File: src/rtl/vga_timing_compositor.sv
// vga_timing_compositor
// Pixel-clock divider, parametrised H/V timing, frame/blink bookkeeping and a
// fixed-priority overlay compositor. rgb, h_sync and v_sync are registered on
// p_tick, so they trail pixel_x/pixel_y/video_on by exactly one pixel period.
// Optional feature: define VGA_TEST_PATTERN_EN to add the test_mode input,
// which replaces the composited image with eight full-scale colour bars.
module vga_timing_compositor #(
    parameter int DIV          = 4,
    parameter int H_DISP       = 640,
    parameter int H_FP         = 16,
    parameter int H_SYNC       = 96,
    parameter int H_BP         = 48,
    parameter int V_DISP       = 480,
    parameter int V_FP         = 10,
    parameter int V_SYNC       = 2,
    parameter int V_BP         = 33,
    parameter int CW           = 10,
    parameter int N_LAYERS     = 4,
    parameter int RGB_W        = 12,
    parameter int BLINK_FRAMES = 30
) (
    input  logic                      clk,
    input  logic                      reset,
    input  logic [N_LAYERS*RGB_W-1:0] layer_rgb,
    input  logic [N_LAYERS-1:0]       layer_valid,
    input  logic [N_LAYERS-1:0]       layer_blink,
    input  logic [RGB_W-1:0]          bg_rgb,
`ifdef VGA_TEST_PATTERN_EN
    input  logic                      test_mode,
`endif
    output logic                      p_tick,
    output logic [CW-1:0]             pixel_x,
    output logic [CW-1:0]             pixel_y,
    output logic                      video_on,
    output logic                      frame_start,
    output logic                      blink_phase,
    output logic                      h_sync,
    output logic                      v_sync,
    output logic [RGB_W-1:0]          rgb
);

    localparam int H_TOTAL = H_DISP + H_FP + H_SYNC + H_BP;
    localparam int V_TOTAL = V_DISP + V_FP + V_SYNC + V_BP;
    localparam int DIV_W   = (DIV > 1) ? $clog2(DIV) : 1;
    localparam int FC_W    = (BLINK_FRAMES > 1) ? $clog2(BLINK_FRAMES) : 1;

    localparam logic [DIV_W-1:0] DIV_LAST = DIV_W'(DIV - 1);
    localparam logic [FC_W-1:0]  FC_LAST  = FC_W'(BLINK_FRAMES - 1);
    localparam logic [CW-1:0]    X_LAST   = CW'(H_TOTAL - 1);
    localparam logic [CW-1:0]    Y_LAST   = CW'(V_TOTAL - 1);
    localparam logic [CW-1:0]    X_DISP   = CW'(H_DISP);
    localparam logic [CW-1:0]    Y_DISP   = CW'(V_DISP);
    localparam logic [CW-1:0]    HS_FIRST = CW'(H_DISP + H_FP);
    localparam logic [CW-1:0]    HS_LAST  = CW'(H_DISP + H_FP + H_SYNC - 1);
    localparam logic [CW-1:0]    VS_FIRST = CW'(V_DISP + V_FP);
    localparam logic [CW-1:0]    VS_LAST  = CW'(V_DISP + V_FP + V_SYNC - 1);

    logic [DIV_W-1:0] div_q, div_d;
    logic             p_tick_q, p_tick_d;
    logic [CW-1:0]    pixel_x_q, pixel_x_d;
    logic [CW-1:0]    pixel_y_q, pixel_y_d;
    logic [FC_W-1:0]  frame_cnt_q, frame_cnt_d;
    logic             frame_start_q, frame_start_d;
    logic             blink_q, blink_d;
    logic             h_sync_q, h_sync_d;
    logic             v_sync_q, v_sync_d;
    logic [RGB_W-1:0] rgb_q, rgb_d;

    logic             x_last;
    logic             y_last;
    logic             active;
    logic [RGB_W-1:0] cand_rgb;
    logic [RGB_W-1:0] pix_rgb;

    assign x_last = (pixel_x_q == X_LAST);
    assign y_last = (pixel_y_q == Y_LAST);
    assign active = (pixel_x_q < X_DISP) && (pixel_y_q < Y_DISP);

    // Pixel divider; p_tick is registered so it stays low through reset even when DIV=1
    always_comb begin
        div_d    = (div_q == DIV_LAST) ? '0 : div_q + 1'b1;
        p_tick_d = (div_d == DIV_LAST);
    end

    // Raster counters, frame pulse and blink phase, all advancing on p_tick only
    always_comb begin
        pixel_x_d     = pixel_x_q;
        pixel_y_d     = pixel_y_q;
        frame_cnt_d   = frame_cnt_q;
        blink_d       = blink_q;
        frame_start_d = 1'b0;
        if (p_tick_q) begin
            if (x_last) begin
                pixel_x_d = '0;
                pixel_y_d = y_last ? '0 : pixel_y_q + 1'b1;
            end else begin
                pixel_x_d = pixel_x_q + 1'b1;
            end
            if (x_last && y_last) begin
                frame_start_d = 1'b1;
                if (frame_cnt_q == FC_LAST) begin
                    frame_cnt_d = '0;
                    blink_d     = ~blink_q;
                end else begin
                    frame_cnt_d = frame_cnt_q + 1'b1;
                end
            end
        end
    end

    // Lowest-index visible layer wins; background when nothing claims the pixel
    always_comb begin
        logic found;
        found    = 1'b0;
        cand_rgb = bg_rgb;
        for (int unsigned i = 0; i < N_LAYERS; i++) begin
            if (!found && layer_valid[i] && !(layer_blink[i] && blink_q)) begin
                cand_rgb = layer_rgb[i*RGB_W +: RGB_W];
                found    = 1'b1;
            end
        end
    end

`ifdef VGA_TEST_PATTERN_EN
    localparam int XS_W = CW + 3;
    localparam int CH_W = RGB_W / 3;

    logic [2:0]       bar_idx;
    logic [RGB_W-1:0] bar_rgb;

    // Eight equal colour bars; bar bits map directly onto the R/G/B on-pattern
    always_comb begin
        bar_idx = 3'({pixel_x_q, 3'b000} / XS_W'(H_DISP));
        bar_rgb = '0;
        bar_rgb[3*CH_W-1:0] = {{CH_W{~bar_idx[1]}}, {CH_W{~bar_idx[2]}}, {CH_W{~bar_idx[0]}}};
        pix_rgb = test_mode ? bar_rgb : cand_rgb;
    end
`else
    // Without the test pattern the compositor output feeds the pipeline directly
    always_comb begin
        pix_rgb = cand_rgb;
    end
`endif

    // Output stage: colour and syncs captured together on p_tick
    always_comb begin
        rgb_d    = rgb_q;
        h_sync_d = h_sync_q;
        v_sync_d = v_sync_q;
        if (p_tick_q) begin
            rgb_d    = active ? pix_rgb : '0;
            h_sync_d = !((pixel_x_q >= HS_FIRST) && (pixel_x_q <= HS_LAST));
            v_sync_d = !((pixel_y_q >= VS_FIRST) && (pixel_y_q <= VS_LAST));
        end
    end

    // State registers with asynchronous active-low reset
    always_ff @(posedge clk or negedge reset) begin
        if (!reset) begin
            div_q         <= '0;
            p_tick_q      <= 1'b0;
            pixel_x_q     <= '0;
            pixel_y_q     <= '0;
            frame_cnt_q   <= '0;
            frame_start_q <= 1'b0;
            blink_q       <= 1'b0;
            h_sync_q      <= 1'b1;
            v_sync_q      <= 1'b1;
            rgb_q         <= '0;
        end else begin
            div_q         <= div_d;
            p_tick_q      <= p_tick_d;
            pixel_x_q     <= pixel_x_d;
            pixel_y_q     <= pixel_y_d;
            frame_cnt_q   <= frame_cnt_d;
            frame_start_q <= frame_start_d;
            blink_q       <= blink_d;
            h_sync_q      <= h_sync_d;
            v_sync_q      <= v_sync_d;
            rgb_q         <= rgb_d;
        end
    end

    assign p_tick      = p_tick_q;
    assign pixel_x     = pixel_x_q;
    assign pixel_y     = pixel_y_q;
    assign video_on    = active;
    assign frame_start = frame_start_q;
    assign blink_phase = blink_q;
    assign h_sync      = h_sync_q;
    assign v_sync      = v_sync_q;
    assign rgb         = rgb_q;

endmodule

File: config.mk
export PLATFORM = sky130hd
export DESIGN_NAME = vga_timing_compositor
export DESIGN_NICKNAME = d
export VERILOG_FILES = /design/src/rtl/vga_timing_compositor.sv
export SDC_FILE = /design/constraint.sdc
export NUM_CORES = 1
export LEC_CHECK = 0
export CAP_MARGIN = 20
export CELL_PAD_IN_SITES_DETAIL_PLACEMENT = 1
export CELL_PAD_IN_SITES_GLOBAL_PLACEMENT = 1
export CORE_ASPECT_RATIO = 0.75
export CORE_UTILIZATION = 32
export CTS_BUF_LIST = sky130_fd_sc_hd__clkbuf_4
export DETAILED_ROUTE_END_ITERATION = 6
export PLACE_DENSITY_LB_ADDON = 0.1
export SYNTH_ARGS = -nofsm -noshare
export SYNTH_HDL_FRONTEND = slang
export SYNTH_SLANG_ARGS = --single-unit
File: constraint.sdc
create_clock -name clk -period 2.49 [get_ports clk]
set_input_delay 0.249 -clock clk [delete_from_list [all_inputs] [get_ports clk]]
set_output_delay 0.249 -clock clk [all_outputs]
set_load 0.02 [all_outputs]
==> flow_metrics.tcl, run 1 <==
set metrics [dict create \
    status "completed" \
    fmax_mhz 433.4 \
    arrival_ps 2580 \
    rsz0062_at_grt "no" \
    setup-tns-final_ps 0 \
    cts.clk_slew.worst_paths_ps 150 \
    critPathKind "flop to flop" \
    power_density_nw_per_um2 367.5 \
    cp_max_fo 10 \
    viasPerCell 5.298 \
    hold_viol_final 0 \
    crit_buf_inv 2 \
    synth_seq_area_share 0.4000 \
    worst_hold_path_type "input port to asynchronous set/reset pin" \
    synth_edf_count 0 \
    syn_nets 403 \
    yosys_warnings 0 \
    dr.pass1.iters 4 \
    fin_ws_ps 182.6 \
    final_nets 513 \
    antenna_found_initial 0 \
    fillCellCount 970 \
    rr_endpoint "rgb[5]" \
    port_buffers 107 \
    vdd_drop_max_mv 0.2247 \
    antenna_left 0 \
    synth_area_um2 2759 \
    cts_root_buf "clkbuf_4" \
    diodes 0 \
    cp.required_ps 2770 \
    cp-endpoint "rgb[5]" \
    final_area_um2 4041 \
    start_kind "flop" \
    cts_made_buffers 5 \
    p_comb_frac 0.246 \
    area_growth_pct 46.49 \
    power.leakage_nw 1.697 \
    grt_usage 0.2335 \
    finalSetupViolCount 0 \
    total_power_mw 1.485 \
    place_worst_setup_slack_ps -33.13 \
    mostFrequentLayoutCell "clkdlybuf4s50_1" \
    rr_worst_depth 7 \
    yosys.area.top_type "dfrtp_1" \
    ctsLongestPathBuffers 2 \
    skew_ps 16.86 \
    rr_startpoint "blink_phase" \
    drive_gt1_frac 0.08257 \
    die_w_um 109.2 \
    cp_top_family "compound AO/OA/AOI/OAI gates" \
    placed_cell_area_um2 3975 \
    design.die.area_um2 9000 \
    worst_pin_slew_ps 782.8 \
    post_drt_wl_per_cell_um 18.57 \
    synth_ff_type "dfrtp_1" \
    clk_latency_ps 370 \
    io_pins 108 \
    timing.final.crit_share 0.9266 \
    start_util 0.3394 \
    ys_seq_elements 44 \
    path_cells "a21boi_1 -> buf_4 -> nor3b_2 -> a211oi_1 -> buf_4 -> o32a_1 -> o32ai_1" \
    synth_area_leaders "dfrtp_1 (38%), nand2_1 (5.4%), nor2_1 (5.4%)" \
    crit_slowest_cell "dfrtp_1" \
    end_kind "flop" \
    grt_max_degree 26 \
    p_sw_uw 439.0 \
    cts_htree_levels 2 \
    cts_tree "built" \
    synth_cell_types 52 \
    gp_congestion 0.7821 \
    fp.dieH_um 82.41 \
    crit_cells 7 \
    fin_crit_ps 2307 \
    power_switching_share 0.2956 \
    vias 2866 \
    drc 0 \
    cp-startpoint "blink_phase" \
    rows 28 \
    power.share.clock 0.247 \
    layout_common_cells "clkdlybuf4s50_1 (106), dfrtp_1 (42), nand2_1 (40), nor2_1 (40), o21ai_0 (23)" \
    grt_pass1_vias 2844 \
    grt_pass1_wl_um 15610 \
    relSlewSlack 0.4771 \
    async_flop_share 1.000 \
    rrSetupSlack_ps 180 \
    coreArea_um2 8128 \
    avgSynthCellArea_um2 8.489 \
    worst_hold_slack_ps 262.0 \
    first_iter_violations 100 \
    wirelength_um 10050 \
    maxCapViolCount 0 \
    dp_hpwl_um 7843 \
    clock_sinks 44 \
    finalMaxSlewViolations 0 \
    pwr-share-seq 0.507 \
    syn_inst 325 \
    netlist.area_leader.share 0.3810 \
    crit_top_cell "buf_4" \
    grt-ovfl-total 0 \
    max_stage_delay_ps 590 \
    internal-power_mw 1.046 \
]
==> cell usage after synthesis (all sizes together) (6+ instances only) <==
master / instances
dfrtp: 42
nand2: 41
nor2: 41
o21ai: 26
inv: 23
a21oi: 18
a21boi: 13
o32ai: 12
a211oi: 10
clkbuf: 10
o32a: 10
ha: 8
buf: 7
xnor2: 6
==> per-layer routing <==
layer / part of all wire / up-vias / GRT usage / wire [um]
met5: 0 / - / 0 / 0
met4: 0.0051 / 0 / 0.04000 / 51
met3: 0.057 / 5 / 0.04317 / 573
met2: 0.43 / 76 / 0.3434 / 4321
met1: 0.51 / 1406 / 0.3560 / 5102
li1: - / 1379 / - / -
==> worst reg2reg max path, cell delays in order (launching register included) <==
cell	delay [ps]
dfrtp_1	590
a21boi_1	110
buf_4	170
nor3b_2	550
a211oi_1	170
buf_4	180
o32a_1	160
o32ai_1	280
==> cell type report <==
cell class / count / area (um2) / area share
inverters: 23 / 86.33 / 0.02136
clock inverters: 3 / 18.77 / 0.004644
clock buffers: 5 / 37.54 / 0.009288
flip-flops and latches: 44 / 1104 / 0.2731
repair buffers: 120 / 1166 / 0.2885
well taps: 105 / 131.4 / 0.03251
multi-input cells: 241 / 1498 / 0.3706
==> how the worst min path moves through the flow <==
stage	startpoint	endpoint	slack, ps
2_1_floorplan	reset	blink_phase	-50
3_3_place_gp	reset	pixel_y[6]	160
3_5_place_dp	reset	pixel_y[8]	160
4_1_cts	reset	pixel_y[1]	260
5_1_grt	reset	pixel_y[1]	280
6_report	reset	pixel_y[1]	260
==> metrics by stage <==
step,utilization,std cells
floorplan,-,325
global placement,0.4891,532
detailed placement,0.4891,532
CTS,0.4972,541
global route,0.4972,541
finish,0.4972,541
==> sequential cells by signal (all words and copies together), names as in the netlist <==
register	count
rgb	12
pixel_x	10
pixel_y	10
frame_cnt_q	5
div_q	2
blink_phase	1
frame_start	1
h_sync	1
p_tick	1
v_sync	1
==> what timing repair did <==
action / 4_1_cts / 5_1_grt
resized for setup: 0 / 0
buffers inserted: 0 / 0
hold buffers: 1 / 0
endpoints found under the hold margin: 10 / 0
==> power by group through the flow <==
| stage | Combinational (mW) | Clock [mW] | Sequential, mW |
|---|---|---|---|
| 2_1_floorplan | 0.111 | 0 | 0.792 |
| 3_3_place_gp | 0.357 | 0 | 0.767 |
| 3_5_place_dp | 0.365 | 0 | 0.766 |
| 4_1_cts | 0.367 | 0.379 | 0.754 |
| 5_1_grt | 0.393 | 0.410 | 0.757 |
| 6_report | 0.365 | 0.366 | 0.754 |
==> logic make-up after synthesis <==
family / count (synthesis) / share of synthesized area
xor gates and xnor gates: 10 / 0.03174
DFF: 44 / 0.4000
and+or+nand+nor: 120 / 0.2159
buffers and inverters: 40 / 0.05714
adders and majority gates: 8 / 0.03628
AOI/OAI and AO/OA: 101 / 0.2513
muxes: 2 / 0.007710
Note: power is estimated with default switching activity, not from simulation.
==> inputs of run 2 (changes only) <==
--- a/config.mk
+++ b/config.mk
@@ -8,6 +8,4 @@
 export CAP_MARGIN = 20
-export CELL_PAD_IN_SITES_DETAIL_PLACEMENT = 1
-export CELL_PAD_IN_SITES_GLOBAL_PLACEMENT = 1
 export CORE_ASPECT_RATIO = 0.75
-export CORE_UTILIZATION = 32
+export CORE_UTILIZATION = 45
 export CTS_BUF_LIST = sky130_fd_sc_hd__clkbuf_4
--- a/constraint.sdc
+++ b/constraint.sdc
@@ -3,2 +3,2 @@
 set_output_delay 0.249 -clock clk [all_outputs]
-set_load 0.02 [all_outputs]
+set_load 0.005 [all_outputs]
==> run 2 against run 1 <==
  * First-iteration DRC count increased to 2.7 times the previous value
  * Routed wire length shrank 16%
  * Largest cell class unchanged
  * Clock-buffer cell count did not move
  * Sequential cell count unchanged
  * Critical path depth decreased by 3
  * Core utilization is 18 points higher
==> flow_metrics.tcl, run 2 (synthesis results as in run 1) <==
set metrics [dict create \
    cts.clk_slew.worst_paths_ps 130 \
    relSlewSlack 0.4668 \
    drive_gt1_frac 0.07390 \
    dr.pass1.iters 5 \
    gp_congestion 0.9162 \
    cts_tree "built" \
    crit_slowest_cell "clkdlybuf4s50_1" \
    worst_hold_path_type "input port to asynchronous set/reset pin" \
    power_density_nw_per_um2 350.5 \
    drc 0 \
    cts_made_buffers 5 \
    die_w_um 92.41 \
    pwr-share-seq 0.538 \
    cp_max_fo 7 \
    cts_resized 0 \
    area_growth_pct 44.76 \
    io_pins 108 \
    maxCapViolCount 0 \
    arrival_ps 1870 \
    ctsLongestPathBuffers 2 \
    cts_root_buf "clkbuf_4" \
    fmax_mhz 472.8 \
    start_util 0.4712 \
    post_drt_wl_per_cell_um 16.47 \
    final_nets 511 \
    grt_usage 0.2650 \
    rows 24 \
    antenna_left 0 \
    layout_common_cells "clkdlybuf4s50_1 (106), dfrtp_1 (42), nand2_1 (40), nor2_1 (40), o21ai_0 (23)" \
    p_comb_frac 0.234 \
    grt_pass1_vias 2654 \
    grt_util_met2 0.3934 \
    end_kind "output pin" \
    placed_cell_area_um2 3919 \
    finalSetupViolCount 0 \
    port_buffers 107 \
    p_sw_uw 362.7 \
    internal-power_mw 1.037 \
    grt-ovfl-total 0 \
    cts_htree_levels 2 \
    max_stage_delay_ps 530 \
    dp_hpwl_um 6439 \
    vdd_drop_max_mv 0.3158 \
    fin_crit_ps 2115 \
    final_core_util 0.6821 \
    path_cells "o21ai_0 -> nand2_1 -> nor2_1 -> clkdlybuf4s50_1" \
    fp.dieH_um 69.81 \
    coreArea_um2 5856 \
    largest_register_ffs 12 \
    setup-tns-final_ps 0 \
    antenna_found_initial 0 \
    design.die.area_um2 6451 \
    hold_viol_final 0 \
    diodes 0 \
    start_kind "flop" \
    met3_usage 0.05154 \
    grt_pass1_wl_um 13580 \
    grtUsageMet1 0.4033 \
    viasPerCell 5.577 \
    busiest_layer "met1" \
    status "completed" \
    vias 2850 \
    final_area_um2 3994 \
    fin_cells 511 \
    worst_pin_slew_ps 798.2 \
    mostFrequentLayoutCell "clkdlybuf4s50_1" \
    power_switching_share 0.2591 \
    power.share.clock 0.228 \
    place_inst 502 \
    grt_max_degree 45 \
    finalMaxSlewViolations 0 \
    clk_latency_ps 340 \
    first_iter_violations 273 \
    skew_ps 9.576 \
    critPathKind "flop to output pin" \
    wirelength_um 8417 \
    timing.final.crit_share 0.8494 \
    rsz0062_at_grt "no" \
    cp.required_ps 2240 \
    clock_sinks 44 \
    power.leakage_nw 1.693 \
]
==> run 2: cell count changes in the layout (fill, tap and decap cells not counted), sizes merged <==
cell,before,now
buf,13,11
clkinv,1,2
clkinvlp,2,0
==> run 2: layer usage <==
layer / vias to the layer above / wire, um
met2: 97 / 3726
met3: 10 / 543
met1: 1373 / 4032
li1: 1370 / -
met5: - / 0
met4: 0 / 114
==> run 2: worst paths after layout <==
kind / depth (start not counted) / from / slack (ps) / to
min in group clk: 1 / div_q[0] / 480 / div_q[0]
hold / removal: 2 / reset / 230 / pixel_y[8]
setup / recovery: 4 / pixel_x[7] / 370 / video_on
max in group asynchronous: 4 / reset / 1640 / h_sync
setup reg to reg: 5 / blink_phase / 490 / rgb[7]
hold reg to reg: 1 / div_q[0] / 480 / div_q[0]
==> run 2: power groups by stage <==
stage	logic, mW	clock network (mW)	registers [mW]
after floorplan	0.111	0	0.765
after global placement	0.313	0	0.765
after detailed placement	0.318	0	0.764
after CTS	0.319	0.332	0.753
after global routing	0.352	0.362	0.755
final	0.327	0.320	0.753
==> run 2: stage by stage <==
step / setup slack (ps) / hold slack, ps / power (mW)
global placement: 317.3 / 440.8 / 1.079
floorplan: 651.9 / -46.59 / 0.8765
finish: 375.0 / 231.8 / 1.400
detailed placement: 196.8 / 461.5 / 1.083
CTS: 339.1 / 86.28 / 1.405
global route: 273.0 / 208.3 / 1.469
==> run 2: layout make-up <==
cell class                 count  area [um2]
sequential                    44        1104
tap                           78       97.59
inverter                      23       86.33
clock inverter                 2       7.507
timing repair buffer         118        1164
fill                         510        1862
clock buffer                   5       37.54
multi-input combinational    241        1498
==> run 2: worst max-delay path: cells and delay by family, from the launching register on <==
family | cells | cell delay [ps]
buffers and inverters | 1 | 530
DFF | 1 | 490
AOI/OAI and AO/OA | 1 | 260
and+or+nand+nor | 2 | 260
==> run 2: what timing repair did <==
action / 4_1_cts / 5_1_grt
buffers inserted: 0 / 0
hold endpoints to repair: 0 / 42
hold buffers: 0 / 1
==> inputs of run 3 (changes only) <==
Settings changed: CORE_UTILIZATION 45 to 41.
Clock period 2.49 ns to 1.75 ns, I/O delays scaled along.
==> run 3 against run 2 <==
  * The run now ends with setup timing left
  * Routed wire length increased by 16%
  * Register-to-register slack got worse by 570 ps
  * Clock-buffer cell count rose by 1
  * Power is 52% higher
  * Critical path depth rose by 3
  * Clock skew barely moved
  * Cell count up 10%
  * Sequential share of layout area fell by 4.1 points
  * First-iteration DRC count is 13% lower
  * Sequential cell count stayed put
  * Non-clock buffer count grew 48
==> flow_metrics.tcl, run 3 (synthesis results as in run 1) <==
set metrics [dict create \
    clk_latency_ps 330 \
    largest_register_ffs 12 \
    vias 3127 \
    placed_cell_area_um2 4218 \
    fin_ws_ps -76.55 \
    rr_startpoint "blink_phase" \
    cts.clk_slew.worst_paths_ps 120 \
    die_w_um 96.72 \
    io_pins 108 \
    rows 25 \
    rsz0062_at_grt "yes" \
    timing.final.crit_share 1.044 \
    vdd_drop_max_mv 0.3578 \
    grt_pass1_wl_um 13770 \
    grt_max_degree 30 \
    critPathKind "flop to flop" \
    rr_worst_depth 7 \
    setup-tns-final_ps -587.9 \
    port_buffers 107 \
    fp.dieH_um 73.04 \
    cp_max_fo 6 \
    cts_tree "built" \
    worst_pin_slew_ps 649.7 \
    violations "setup timing" \
    layout_common_cells "clkdlybuf4s50_1 (105), buf_4 (46), dfrtp_1 (41), nand2_1 (37), nor2_1 (35)" \
    arrival_ps 2050 \
    first_iter_violations 237 \
    cts_made_buffers 5 \
    worst_hold_path_type "input port to asynchronous set/reset pin" \
    power_density_nw_per_um2 454.3 \
    dp_hpwl_um 6945 \
    fmax_mhz 547.5 \
    power.leakage_nw 2.038 \
    status "finished with violations" \
    design.die.area_um2 7064 \
    clock_sinks 44 \
    dr.pass1.iters 6 \
    finalSetupViolCount 15 \
    relSlewSlack 0.5669 \
    coreArea_um2 6412 \
    maxCapViolCount 0 \
    start_kind "flop" \
    ctsLongestPathBuffers 2 \
    drive_gt1_frac 0.2386 \
    antenna_found_initial 0 \
    met3_usage 0.03831 \
    gp_congestion 0.9208 \
    grt_util_met2 0.3693 \
    rrSetupSlack_ps -80 \
    cp.required_ps 1970 \
    hold_viol_final 0 \
    final_area_um2 4695 \
    grt_usage 0.2475 \
    skew_ps 9.159 \
    rr_endpoint "rgb[4]" \
    post_drt_wl_per_cell_um 17.41 \
    start_util 0.4302 \
    finalMaxSlewViolations 0 \
    mostFrequentLayoutCell "clkdlybuf4s50_1" \
    fin_crit_ps 1827 \
    area_growth_pct 70.16 \
    viasPerCell 5.554 \
    wirelength_um 9803 \
    grtUsageMet1 0.3860 \
    antenna_left 0 \
    diodes 0 \
    cts_htree_levels 2 \
    worst_hold_slack_ps 387.9 \
    grt_pass1_vias 2752 \
    cts_root_buf "clkbuf_4" \
    grt-ovfl-total 0 \
    end_kind "flop" \
    busiest_layer "met1" \
    final_nets 560 \
    drc 0 \
]
==> run 3: cell types whose count changed in the layout (fill, tap and decap cells not counted), sizes merged <==
cell / before / now
clkinv: 2 / 1
buf: 11 / 56
or2: 2 / 3
clkdlybuf4s50: 106 / 105
clkbuf: 5 / 9
dlygate4sd2: 0 / 1
==> run 3: repair_timing <==
item | CTS | global route
gates cloned | 0 | 6
buffers inserted | 3 | 8
setup endpoints to repair | 17 | 28
gates resized for setup | 16 | 45
hold buffers | 1 | 0
endpoints found under the hold margin | 25 | 0
pin swaps | 2 | 16
==> run 3: routing by layer <==
metal	up-vias	wire length [um]
li1	1477	-
met1	1502	4716
met2	135	4333
met3	13	673
met4	0	81
met5	-	0
==> run 3: how the worst max path moves through the flow <==
| stage | endpoint | slack (ps) | start | cells past startpoint |
|---|---|---|---|---|
| 2_1_floorplan | pixel_y[7] | -40 | pixel_x[6] | 5 |
| 3_3_place_gp | rgb[9] | -220 | layer_blink[2] | 7 |
| 3_5_place_dp | rgb[11] | -270 | layer_valid[2] | 6 |
| 4_1_cts | pixel_y[7] | -70 | pixel_x[6] | 5 |
| 5_1_grt | pixel_y[7] | -140 | pixel_x[6] | 5 |
| 6_report | rgb[4] | -80 | blink_phase | 7 |
==> run 3: cell type report <==
class	count	area, um2
Clock buffer	6	45.04
Timing Repair Buffer	166	1629
Multi-Input combinational cell	242	1723
Clock inverter	1	5.005
Tap cell	81	101.3
Sequential cell	44	1105
Inverter	23	86.33
Fill cell	475	1718
==> run 3: power breakdown <==
part	switching, mW	internal, mW	total, mW
registers	0.0217	1.05	1.07
logic	0.239	0.357	0.597
clock network	0.301	0.164	0.465
total	0.562	1.57	2.13
==> run 3: per-stage QoR <==
| stage | worst slack (ps) | total power [mW] | std cells | util |
|---|---|---|---|---|
| after floorplan | -43.84 | 1.249 | 325 | - |
| after global placement | -217.2 | 1.568 | 539 | 0.6578 |
| after detailed placement | -271.9 | 1.575 | 539 | 0.6578 |
| after CTS | -73.08 | 2.061 | 549 | 0.6798 |
| after global routing | -139.1 | 2.236 | 563 | 0.7321 |
| final | -76.55 | 2.133 | 563 | 0.7321 |
==> run 3: critical path, stage by stage (launching register included) <==
cell and delay [ps]:
dfrtp_2 500, buf_6 150, a21boi_4 190, nor3b_4 100, buf_12 140, a211oi_1 320
o32a_1 230, o32ai_2 70
